$ cat config.mk
export PLATFORM = sky130hd
export DESIGN_NAME = pc_gen
export DESIGN_NICKNAME = d
export VERILOG_FILES = /design/src/rtl/pc_gen.sv
export SDC_FILE = /design/constraint.sdc
export NUM_CORES = 1
export LEC_CHECK = 0
export CAP_MARGIN = 20
export CELL_PAD_IN_SITES_DETAIL_PLACEMENT = 0
export CELL_PAD_IN_SITES_GLOBAL_PLACEMENT = 1
export CORE_AREA = 8 8 140 142
export CTS_CLUSTER_DIAMETER = 120
export DETAILED_ROUTE_END_ITERATION = 10
export DIE_AREA = 0 0 148 150
export PLACE_DENSITY_LB_ADDON = 0.1
export RECOVER_POWER = 25
export SLEW_MARGIN = 5
export SYNTH_ARGS = -nofsm -noshare
export SYNTH_HDL_FRONTEND = slang
export SYNTH_SLANG_ARGS = --single-unit
$ cat constraint.sdc
create_clock -name clk -period 4.4 [get_ports clk]
set_clock_uncertainty 0.1 [all_clocks]
set_input_delay 0.66 -clock clk [delete_from_list [all_inputs] [get_ports clk]]
set_output_delay 0.66 -clock clk [all_outputs]
set_load 0.005 [all_outputs]
$ cat src/rtl/pc_gen.sv
// pc_gen: fetch-stage program counter with trap/redirect/stall priority and a return-address stack
module pc_gen #(
    parameter int unsigned             XLEN      = 32,
    parameter logic [XLEN-1:0]         RESET_VEC = '0,
    parameter logic [XLEN-1:0]         TRAP_VEC  = 'h80,
    parameter int unsigned             INC       = 4,
    parameter int unsigned             RAS_DEPTH = 4
) (
    input  logic                           clk,
    input  logic                           reset,
    input  logic                           stall,
    input  logic                           trap,
    input  logic                           redirect_valid,
    input  logic [XLEN-1:0]                redirect_pc,
    input  logic                           ras_push,
    input  logic                           ras_pop,
    output logic [XLEN-1:0]                out_pc,
    output logic [XLEN-1:0]                out_pc_plus,
    output logic [$clog2(RAS_DEPTH):0]     ras_count,
    output logic                           ras_empty,
    output logic                           ras_full
);
    localparam int PW = $clog2(RAS_DEPTH);
    localparam int CW = PW + 1;

    logic [XLEN-1:0] ras [RAS_DEPTH];
    logic [PW-1:0]   ptr, ptr_n, wr_idx;
    logic [CW-1:0]   cnt_n;
    logic [XLEN-1:0] pc_n, top_pc;
    logic            do_op, pop_ok, push_ok;

    assign out_pc_plus = out_pc + XLEN'(INC);
    assign ras_empty   = ras_count == '0;
    assign ras_full    = ras_count == CW'(RAS_DEPTH);
    assign top_pc      = ras[ptr];

    // next-state selection: trap > redirect > stall > pop > sequential
    always_comb begin
        do_op   = !trap && !redirect_valid && !stall;
        pop_ok  = do_op && ras_pop && !ras_empty;
        push_ok = do_op && ras_push;
        pc_n    = trap ? TRAP_VEC :
                  redirect_valid ? (redirect_pc & ~XLEN'(INC - 1)) :
                  stall ? out_pc :
                  pop_ok ? top_pc : out_pc_plus;
        ptr_n   = trap ? '0 :
                  (push_ok && !pop_ok) ? ptr + PW'(1) :
                  (pop_ok && !push_ok) ? ptr - PW'(1) : ptr;
        cnt_n   = trap ? '0 :
                  (push_ok && !pop_ok) ? (ras_full ? ras_count : ras_count + CW'(1)) :
                  (pop_ok && !push_ok) ? ras_count - CW'(1) : ras_count;
        wr_idx  = pop_ok ? ptr : ptr + PW'(1);
    end

    // PC, stack pointer and occupancy registers
    always_ff @(posedge clk or posedge reset) begin
        if (reset) begin
            out_pc    <= RESET_VEC;
            ptr       <= '0;
            ras_count <= '0;
        end else begin
            out_pc    <= pc_n;
            ptr       <= ptr_n;
            ras_count <= cnt_n;
        end
    end

    // stack storage; a push with a concurrent pop replaces the top in place
    always_ff @(posedge clk) begin
        if (push_ok) ras[wr_idx] <= out_pc_plus;
    end
endmodule

# ---- Word-level counts from Yosys, hierarchy flattened
# Memories as Yosys holds them, arrays and structs flattened.
# Index checks and enable logic that the tools add are counted.
dict set report totals {
  register_bits 37
  mem_bits_rw 128
  input_bits 39
  out_inout_bits 69
  wordCells 42
  memories 1
}
# memory depth width read_ports rd_clocked_by_memory_dff wr line_no
set memory_table {}
lappend memory_table {ras 4 32 1 0 1 26} ;# logic [XLEN-1:0] ras [RAS_DEPTH];
dict set report op_classes {
  n_addsub 5
  n_eq_ne 3
  n_mux 14
  n_reduce_logical 16
}
# operator count
set op_table {}
lappend op_table {{32-bit 2-to-1 mux} 4}
lappend op_table {{32-bit by 3-bit adder with 32-bit output, second input constant} 1}
lappend op_table {{3-bit 2-to-1 mux} 4}
lappend op_table {{2-bit 2-to-1 mux} 4}
lappend op_table {{1-bit logical AND} 7}
lappend op_table {{1-bit zero test} 6}
lappend op_table {{3-bit by 1-bit adder with 3-bit output, second input constant} 1}
lappend op_table {{3-bit equality test, second input constant} 1}
lappend op_table {{3-bit zero test} 1}
lappend op_table {{3-bit by 1-bit inequality test with 1-bit output, second input constant} 1}
lappend op_table {{3-bit inequality test, second input constant} 1}
lappend op_table {{3-bit nonzero test} 1}
lappend op_table {{3-bit by 1-bit subtractor with 3-bit output, second input constant} 1}
lappend op_table {{2-bit by 1-bit adder with 2-bit output, second input constant} 1}
lappend op_table {{1-bit 2-to-1 mux} 2}
lappend op_table {{2-bit AND reduction} 1}
lappend op_table {{2-bit by 1-bit subtractor with 2-bit output, second input constant} 1}

# ---- Depth between registers and ports, before layout
dict set report logic_depth {
  ltp_word 9
  mapped_depth 8
  depth_no_buf 7
}

# ---- Worst setup path before layout
# OpenSTA, ideal clock, no wires.
dict set report synth_path {
  path_kind {in2reg}
  from {input redirect_valid}
  to {memory ras[0][0] (enable)}
  setup_ns 0.432
  arrival_time_ns 3.365
  required_time_ns 3.868
  slack_ns 0.503
  cell_stages 5
  n_path_buf 2
  path_cell_list {clkbuf_1 nor3_1 clkbuf_1 nand2_1 a21oi_1}
}
dict set report synth_via {
  elab_chain_len 6
  elab_cells_between_ends 9
  cone_classes {mux: 3; reduce/logical: 6}
}
# item line_no
set synth_lines {}
lappend synth_lines {{start, declared} 13} ;# input logic redirect_valid,
lappend synth_lines {{1-bit zero test (*)} 39} ;# do_op = !trap && !redirect_valid && !stall;
lappend synth_lines {{1-bit logical AND (*) (2 in a row)} 39}
lappend synth_lines {{1-bit logical AND (on tied branches)} {41, 40}}
lappend synth_lines {{1-bit 2-to-1 mux or 1-bit logical AND (tied branches)} {70, 40}}
lappend synth_lines {{1-bit 2-to-1 mux (not written as such) or 2-bit 2-to-1 mux (tied branches)} {70, 52}}
lappend synth_lines {{end, declared} 26}
# Every way passes the cells marked *; elsewhere a longest branch is shown, timed or not.

# ---- Worst setup path after layout
dict set report layout_path {
  from {register out_pc[2]}
  to {output out_pc_plus[24]}
}
dict set report layout_via {
  elab_chain_len 1
}
# item line_no
set layout_lines {}
lappend layout_lines {{start, declared} 17} ;# output logic [XLEN-1:0] out_pc,
lappend layout_lines {{start signal, assigned} 62} ;# out_pc <= pc_n;
lappend layout_lines {{32-bit by 3-bit adder with 32-bit output} 32} ;# assign out_pc_plus = out_pc + XLEN'(INC);
lappend layout_lines {{end, declared} 18} ;# output logic [XLEN-1:0] out_pc_plus,
# Every way passes these cells.

==> impl_results.md <==
* Vias/cell at 5.96
* Placed instance count at 859
* I/O pin count at 108
* Final number of hold-violating endpoints at 0
* Post-Synth Adder-Cell Area at 0.00425
* Cell count along the critical path at 6
* Simple-Gate Fraction of Synth Area at 0.102
* WS Path Type: reg -> out
* Reg power frac at 0.463
* Pwr/cell area at 411 mW/mm^2
* Die H at 150 um
* Peak supply drop at 0.277 mV
* Fin crit period at 4.10 ns
* Synth Area per Inst at 14.0 um^2
* Relative slew slack at -0.547
* Grt met1 use at 0.262
* CP Max Fanout at 8
* Top cell type's share of synthesized area at 0.502
* Yosys top cell by area: edfxtp_1
* Drt wl/cell at 23.6 um
* Placed inst area at 0.00899 mm^2
* Met2 Use GR at 0.309
* Post-CTS Repair Setup Buffers at 0
* Synth top area cells: edfxtp_1 (50%), dfrtp_1 (12%), mux4_2 (9.4%)
* Critical Path AT at 3.34 ns
* Status: finished, violations left
* Final hold slack at 0.442 ns
* HP Class: reg -> reg
* Compound-cell area share of the yosys netlist at 0.107
* Max frequency at 0.244 GHz
* Mux contribution to synthesized area at 0.0985
* CP endpoint kind: output pin
* Fin. max-slew vios at 38
* # H-tree levels at 4
* RePlAce Congestion at 0.817
* Total GRT Usage at 0.195
* I/O Buffers at 105
* Crit-path cells: ha_1 -> nand3_1 -> nor4_1 -> nand3_1 -> xnor2_1 -> clkdlybuf4s50_1
* Vias in the first global route at 5,361
* ANT cells at 0
* Seq cells post-synth at 165
* Fin crit share at 0.933
* Failing checks: capacitance limit, slew limit
* Slowest Stage Delay on Critical Path at 0.60 ns
* Largest net degree at the start of global routing at 38
* Global-route wire length before repair at 32,700 um
* Syn-to-layout area delta at 25.8%
* Setup violators final at 0
* Post_cts resized at 0
* Comb power frac at 0.131
* Syn Nets at 587
* CP delay by family, top: simple AND/OR/NAND/NOR gates
* Post-synthesis xor/xnor area fraction at 0.0332
* Hold depth at 1
* Cts bufs inserted at 17
* GRT Residual Overflow at 0
* P_leak at 0.00329 uW
* Async SR Flop Fraction at 0.224
* Vias at 5,313
* Post-synth EDFFs at 128
* Non-filler cells in the finished layout at 891
* Site row count at 49
* Hold-fix buffers, CTS at 0
* Startpoint class of the critical path: register
* First-pass detailed-route iteration total at 5
* Yosys warnings at 0
* Sw Pwr at 949 uW
* Max Cap Viol at 1
* HPWL Detailed at 14,100 um
* CTS tree: done
* Core box area at 0.0175 mm^2
* DR DRC count at 0
* Reg2reg path depth at 7
* Fraction of layout cells with a size suffix above 1 at 0.148
* Net Sw Frac at 0.240
* Final Instance Area at 0.00962 mm^2
* Internal Power at 3000 uW
* RSZ-0062 raised after global routing: false
* Synth unique cells at 56
* DRT iter0 DRCs at 377
* WP data required at 3.64 ns
* Fin nets at 690
* Clk sinks at 165
* Die Area at 0.0222 mm^2
* Total wire length at 21,000 um
* Buf+Inv Stages, Crit Path at 1
* Sequential area share after synthesis at 0.623
* CP max-delay cell: nor4_1
* Setup Total Neg Slack at 0 ns
* Busiest grt layer: met2
* Die Wd at 148 um
* Antenna violations before repair at 0
* GR Layer Usage met3 at 0.0448
* Critical Path Most Common Cell: nand3_1
* Final ANT Viol Nets at 0
* Mapped Cells at 546
* Measured slew at the worst slew-check pin at 2.32 ns
* Clock tree buffer depth at 2
* Starting Density at 0.436
* Worst-skew pair later-pin latency at 0.42 ns
* Top FF cell, synth: edfxtp_1
* Root buf cell: clkbuf_16
* Clk pin slew, worst setup/hold paths at 0.06 ns
* Largest family of logic cells by synthesized area: compound AO/OA/AOI/OAI gates
* Netlist Area Pre-Place at 0.00765 mm^2
* Clk pwr share at 0.406
[final timing paths]
path	from	to	slack, ns
worst max-delay path	out_pc[2]$_DFFE_PP0P_	out_pc_plus[24]	0.30
worst min-delay path	out_pc[31]$_DFFE_PP0P_	out_pc[31]$_DFFE_PP0P_	0.44
worst max register to register	ras_count[0]$_DFFE_PP0P_	out_pc[23]$_DFFE_PP0P_	1.40
worst min register to register	out_pc[31]$_DFFE_PP0P_	out_pc[31]$_DFFE_PP0P_	0.44
max in group asynchronous	reset	ptr[0]$_DFFE_PP0P_	1.28
min in group asynchronous	reset	ras_count[0]$_DFFE_PP0P_	1.43
[stage by stage]
step	utilization	total power, uW	worst slack (ns)
2_1_floorplan	-	2120	0.503
3_3_place_gp	0.513	2380	0.794
3_5_place_dp	0.513	2390	0.744
4_1_cts	0.549	3990	0.287
5_1_grt	0.549	4090	0.116
6_report	0.549	3950	0.295
[layout by cell type (no fill, tap or decap), types with 14 or more instances in the layout]
master           instances
xnor2_1                 26
nand2_1                 33
buf_4                   14
clkdlybuf4s50_1         95
clkbuf_16               17
edfxtp_1               128
inv_1                   16
mux4_2                  32
a21oi_1                 27
nand3_1                 21
dfrtp_1                 36
o21ai_0                 19
nor2_1                  22
[logic make-up (layout without fill, tap and decap cells)]
logic type / after synthesis / in the layout
AO/OA/AOI/OAI: 115 / 115
multiplexers: 35 / 35
adder cells (fa/ha/maj): 2 / 2
buffers and inverters: 56 / 172
flip-flops: 165 / 165
AND/OR/NAND/NOR: 144 / 144
XOR/XNOR: 29 / 29
[power groups by stage]
stage	registers [uW]	logic [uW]	clock network [uW]
global placement	1860	518	0
global route	1840	565	1680
detailed placement	1860	527	0
floorplan	1820	292	0
finish	1830	518	1600
CTS	1830	530	1630
[cell usage after synthesis (12+ instances only)]
master / n
o21ai_0: 19
xnor2_1: 26
edfxtp_1: 128
inv_1: 17
nor2_1: 25
nor3_1: 14
clkbuf_1: 24
nand2_1: 33
a221o_1: 12
mux4_2: 32
a21oi_1: 28
nand3_1: 21
dfrtp_1: 37
[layer usage]
layer | vias to the layer above | part of all wire
met4 | 0 | 0.014
met1 | 2721 | 0.44
met3 | 27 | 0.069
met5 | - | 0
met2 | 209 | 0.48
li1 | 2356 | -
[area by class of cell]
cell class	instances	area, um^2
well taps	229	287
inverters	17	63.8
clock inverters	10	173
fillers	1518	7910
flip-flops and latches	165	4770
repair buffers	123	1200
clock buffers	22	464
multi-input cells	325	2660
[state kept, by name, indices dropped and copies added, names as in the netlist]
| signal | count |
|---|---|
| ras | 128 |
| ras_count | 3 |
| ptr | 2 |
| out_pc | 32 |
(Power assumes the default switching activity.)
==> edit: new RTL, same settings <==
Set the parameter `XLEN` to 16 (it was 32).
--- a/src/rtl/pc_gen.sv
+++ b/src/rtl/pc_gen.sv
@@ -1,5 +1,5 @@
 // pc_gen: fetch-stage program counter with trap/redirect/stall priority and a return-address stack
 module pc_gen #(
-    parameter int unsigned             XLEN      = 32,
+    parameter int unsigned             XLEN      = 16,
     parameter logic [XLEN-1:0]         RESET_VEC = '0,
     parameter logic [XLEN-1:0]         TRAP_VEC  = 'h80,
Ports: changed (resized out_pc, out_pc_plus and redirect_pc); port bits go from 108 to 60. The function was not compared with the original's and may differ.
==> edit against the original RTL <==
- sequential cell count down 80
- setup slack better by 0.46 ns
- critical path type unchanged
- clock power down 49%
- synthesized area down 48%
- via count down 50%
- final area down 47%
- total power down 49%
- first-iteration DRC count down 48%
- maximum frequency up 13%
- worst hold slack better by 0.046 ns
- sequential share of layout area down 2.0 points
- wire length down 42%
==> edit: results (changes against the original RTL) <==
[drt]
vias = 2661  ; -50%
wl_per_cell_um = 20.5  ; -13%
vias_per_cell = 4.49  ; -25%
drt_iter0_drc = 197  ; -48%
drt_pre_antenna_iters = 4  ; -1

[global_route]
grt_max_degree = 29  ; -24%
first_global_vias = 2794  ; -48%
track_usage_pct = 11.5  ; -8.0 points
antenna_found_initial = 0  ; unchanged
grt_pass1_wl_um = 18500  ; -43%

[final_layout]
fin_nets = 383  ; -44%
n_antenna_cell = 0  ; unchanged
reg.largest.list = ras x64, out_pc x16, ras_count x3
drive_above_1_share_pct = 14.3  ; -0.48 points

[cts]
clk_path_buf_depth = 2  ; unchanged
h-tree-depth = 3  ; -1
clk_latency_ns = 0.35  ; -0.07 ns
post_cts_buffers = 0  ; unchanged
numCtsBuffers = 9  ; -8
cts-root-buf = clkbuf_16

[setup_path]
rr_worst_depth = 5  ; -2
cp_slowest_cell = clkdlybuf4s50_1
reg2reg_setup_slack_ns = 1.59  ; +0.19 ns
cp_slowest_stage_delay_ns = 0.58  ; -0.02 ns
r2r-start = ras_count[2]$_DFFE_PP0P_
r2r_end = ras[0][2]$_DFFE_PP_
cp_data_arrival_time_ns = 2.88  ; -0.46 ns
worstPathMaxFanout = 7  ; -1

[synth]
yosysWarnings = 0  ; unchanged
synth_nets = 321  ; -45%
seq_area_frac_synth_pct = 61.7  ; -0.61 points
synth.distinct_cells = 53  ; -5.4%
synth_xor_xnor_area_share_pct = 3.54  ; +0.22 points
synthAdderAreaFrac_pct = 0.821  ; +0.40 points
synth_compound_area_share_pct = 8.55  ; -2.1 points
async_reset_ff_share_pct = 24.7  ; +2.3 points
yosys-top-cells-count = 64 x edfxtp_1, 30 x nand2_1, 21 x dfrtp_1
synthTopCellsByArea = edfxtp_1 48%, dfrtp_1 13%, mux4_2 9.1%
synthFlopType = edfxtp_1
synth.area.mux_share_pct = 9.91  ; +0.065 points
synthesis.instances = 296  ; -46%
synth_edf_count = 64  ; -50%

[worst_hold_path]
hold_path.startpoint = out_pc[14]$_DFFE_PP0P_
hold_path_end = out_pc[14]$_DFFE_PP0P_
hold_class = flip-flop to flip-flop

[job]
maxCapViolations = 0  ; -1

[pwr]
ir_drop_mv = 0.220  ; -21%
p_leak_nw = 1.77  ; -46%

[placement]
dp.cells = 575  ; -33%
io_buffers = 57  ; -46%
dpl.hpwl_um = 8260  ; -41%
gp_congestion = 0.711  ; -13%

[status]
status = finished, final reports clean

[timing]
holdWs_ns = 0.487  ; +0.0456 ns
tightest_slew_ns = 1.22  ; -1.10 ns

## edit: cell types whose count changed in the layout (fill, tap and decap cells not counted), moves of 9 or more
cell             unedited run  this run
a221o_1                    12         1
o21ai_0                    19         9
mux4_2                     32        16
nand3_1                    21        12
xnor2_1                    26        10
edfxtp_1                  128        64
dlygate4sd3_1              10         1
a21oi_1                    27        15
dfrtp_1                    36        21
clkdlybuf4s50_1            95        56
## edit: logic make-up after synthesis
kind of cell,count (synthesis)
simple gates,92
flops,85
compound gates,50
buf+inv,32
mux,19
xor+xnor,16
fa+ha+maj,2
## edit: worst max-delay path, delay by kind of cell (launching register included)
kind	cells	cell delay [ns]
buffers and inverters	1	0.58
AND/OR/NAND/NOR	3	1.09
flip-flops	1	0.49
XOR/XNOR	1	0.37
## edit: cell type report
cell class / count / area, µm²
Fill cell: 1838 / 12400
Sequential cell: 85 / 2450
Multi-Input combinational cell: 179 / 1360
Timing Repair Buffer: 70 / 689
Tap cell: 229 / 287
Clock buffer: 9 / 225
Clock inverter: 7 / 87.6
Inverter: 13 / 48.8
## edit: stage by stage
stage	area, µm²	setup slack [ns]
2_1_floorplan	3960	1.47
6_report	5140	0.760
3_5_place_dp	4840	0.772
4_1_cts	5150	0.699
5_1_grt	5140	0.534
3_3_place_gp	4840	0.842
## edit: power by group
group	leakage (nW)	switching [mW]	internal, mW	total [mW]
clock	0.157	0.327	0.495	0.821
combinational	0.752	0.137	0.143	0.280
sequential	0.864	0.0405	0.892	0.933
total	1.77	0.504	1.53	2.03
## edit: routing by layer
metal | share of wire, % | wire length, µm | vias to the layer above | GRT usage [%]
met2 | 46 | 5580 | 60 | 18.1
met4 | 1.5 | 179 | 0 | 4.28
met1 | 47 | 5740 | 1354 | 15.0
met5 | 0 | 0 | - | 0
met3 | 5.2 | 629 | 11 | 3.11
li1 | - | - | 1236 | -
## edit: worst max-delay path by stage
stage                          start                  end  slack (ns)
2_1_floorplan                   trap  ras[0][0]$_DFFE_PP_        1.47
3_3_place_gp                 ras_pop  ras[2][2]$_DFFE_PP_        0.84
3_5_place_dp                 ras_pop  ras[2][6]$_DFFE_PP_        0.77
4_1_cts        out_pc[4]$_DFFE_PP0P_      out_pc_plus[15]        0.70
5_1_grt        out_pc[4]$_DFFE_PP0P_      out_pc_plus[15]        0.53
6_report       out_pc[4]$_DFFE_PP0P_      out_pc_plus[15]        0.76
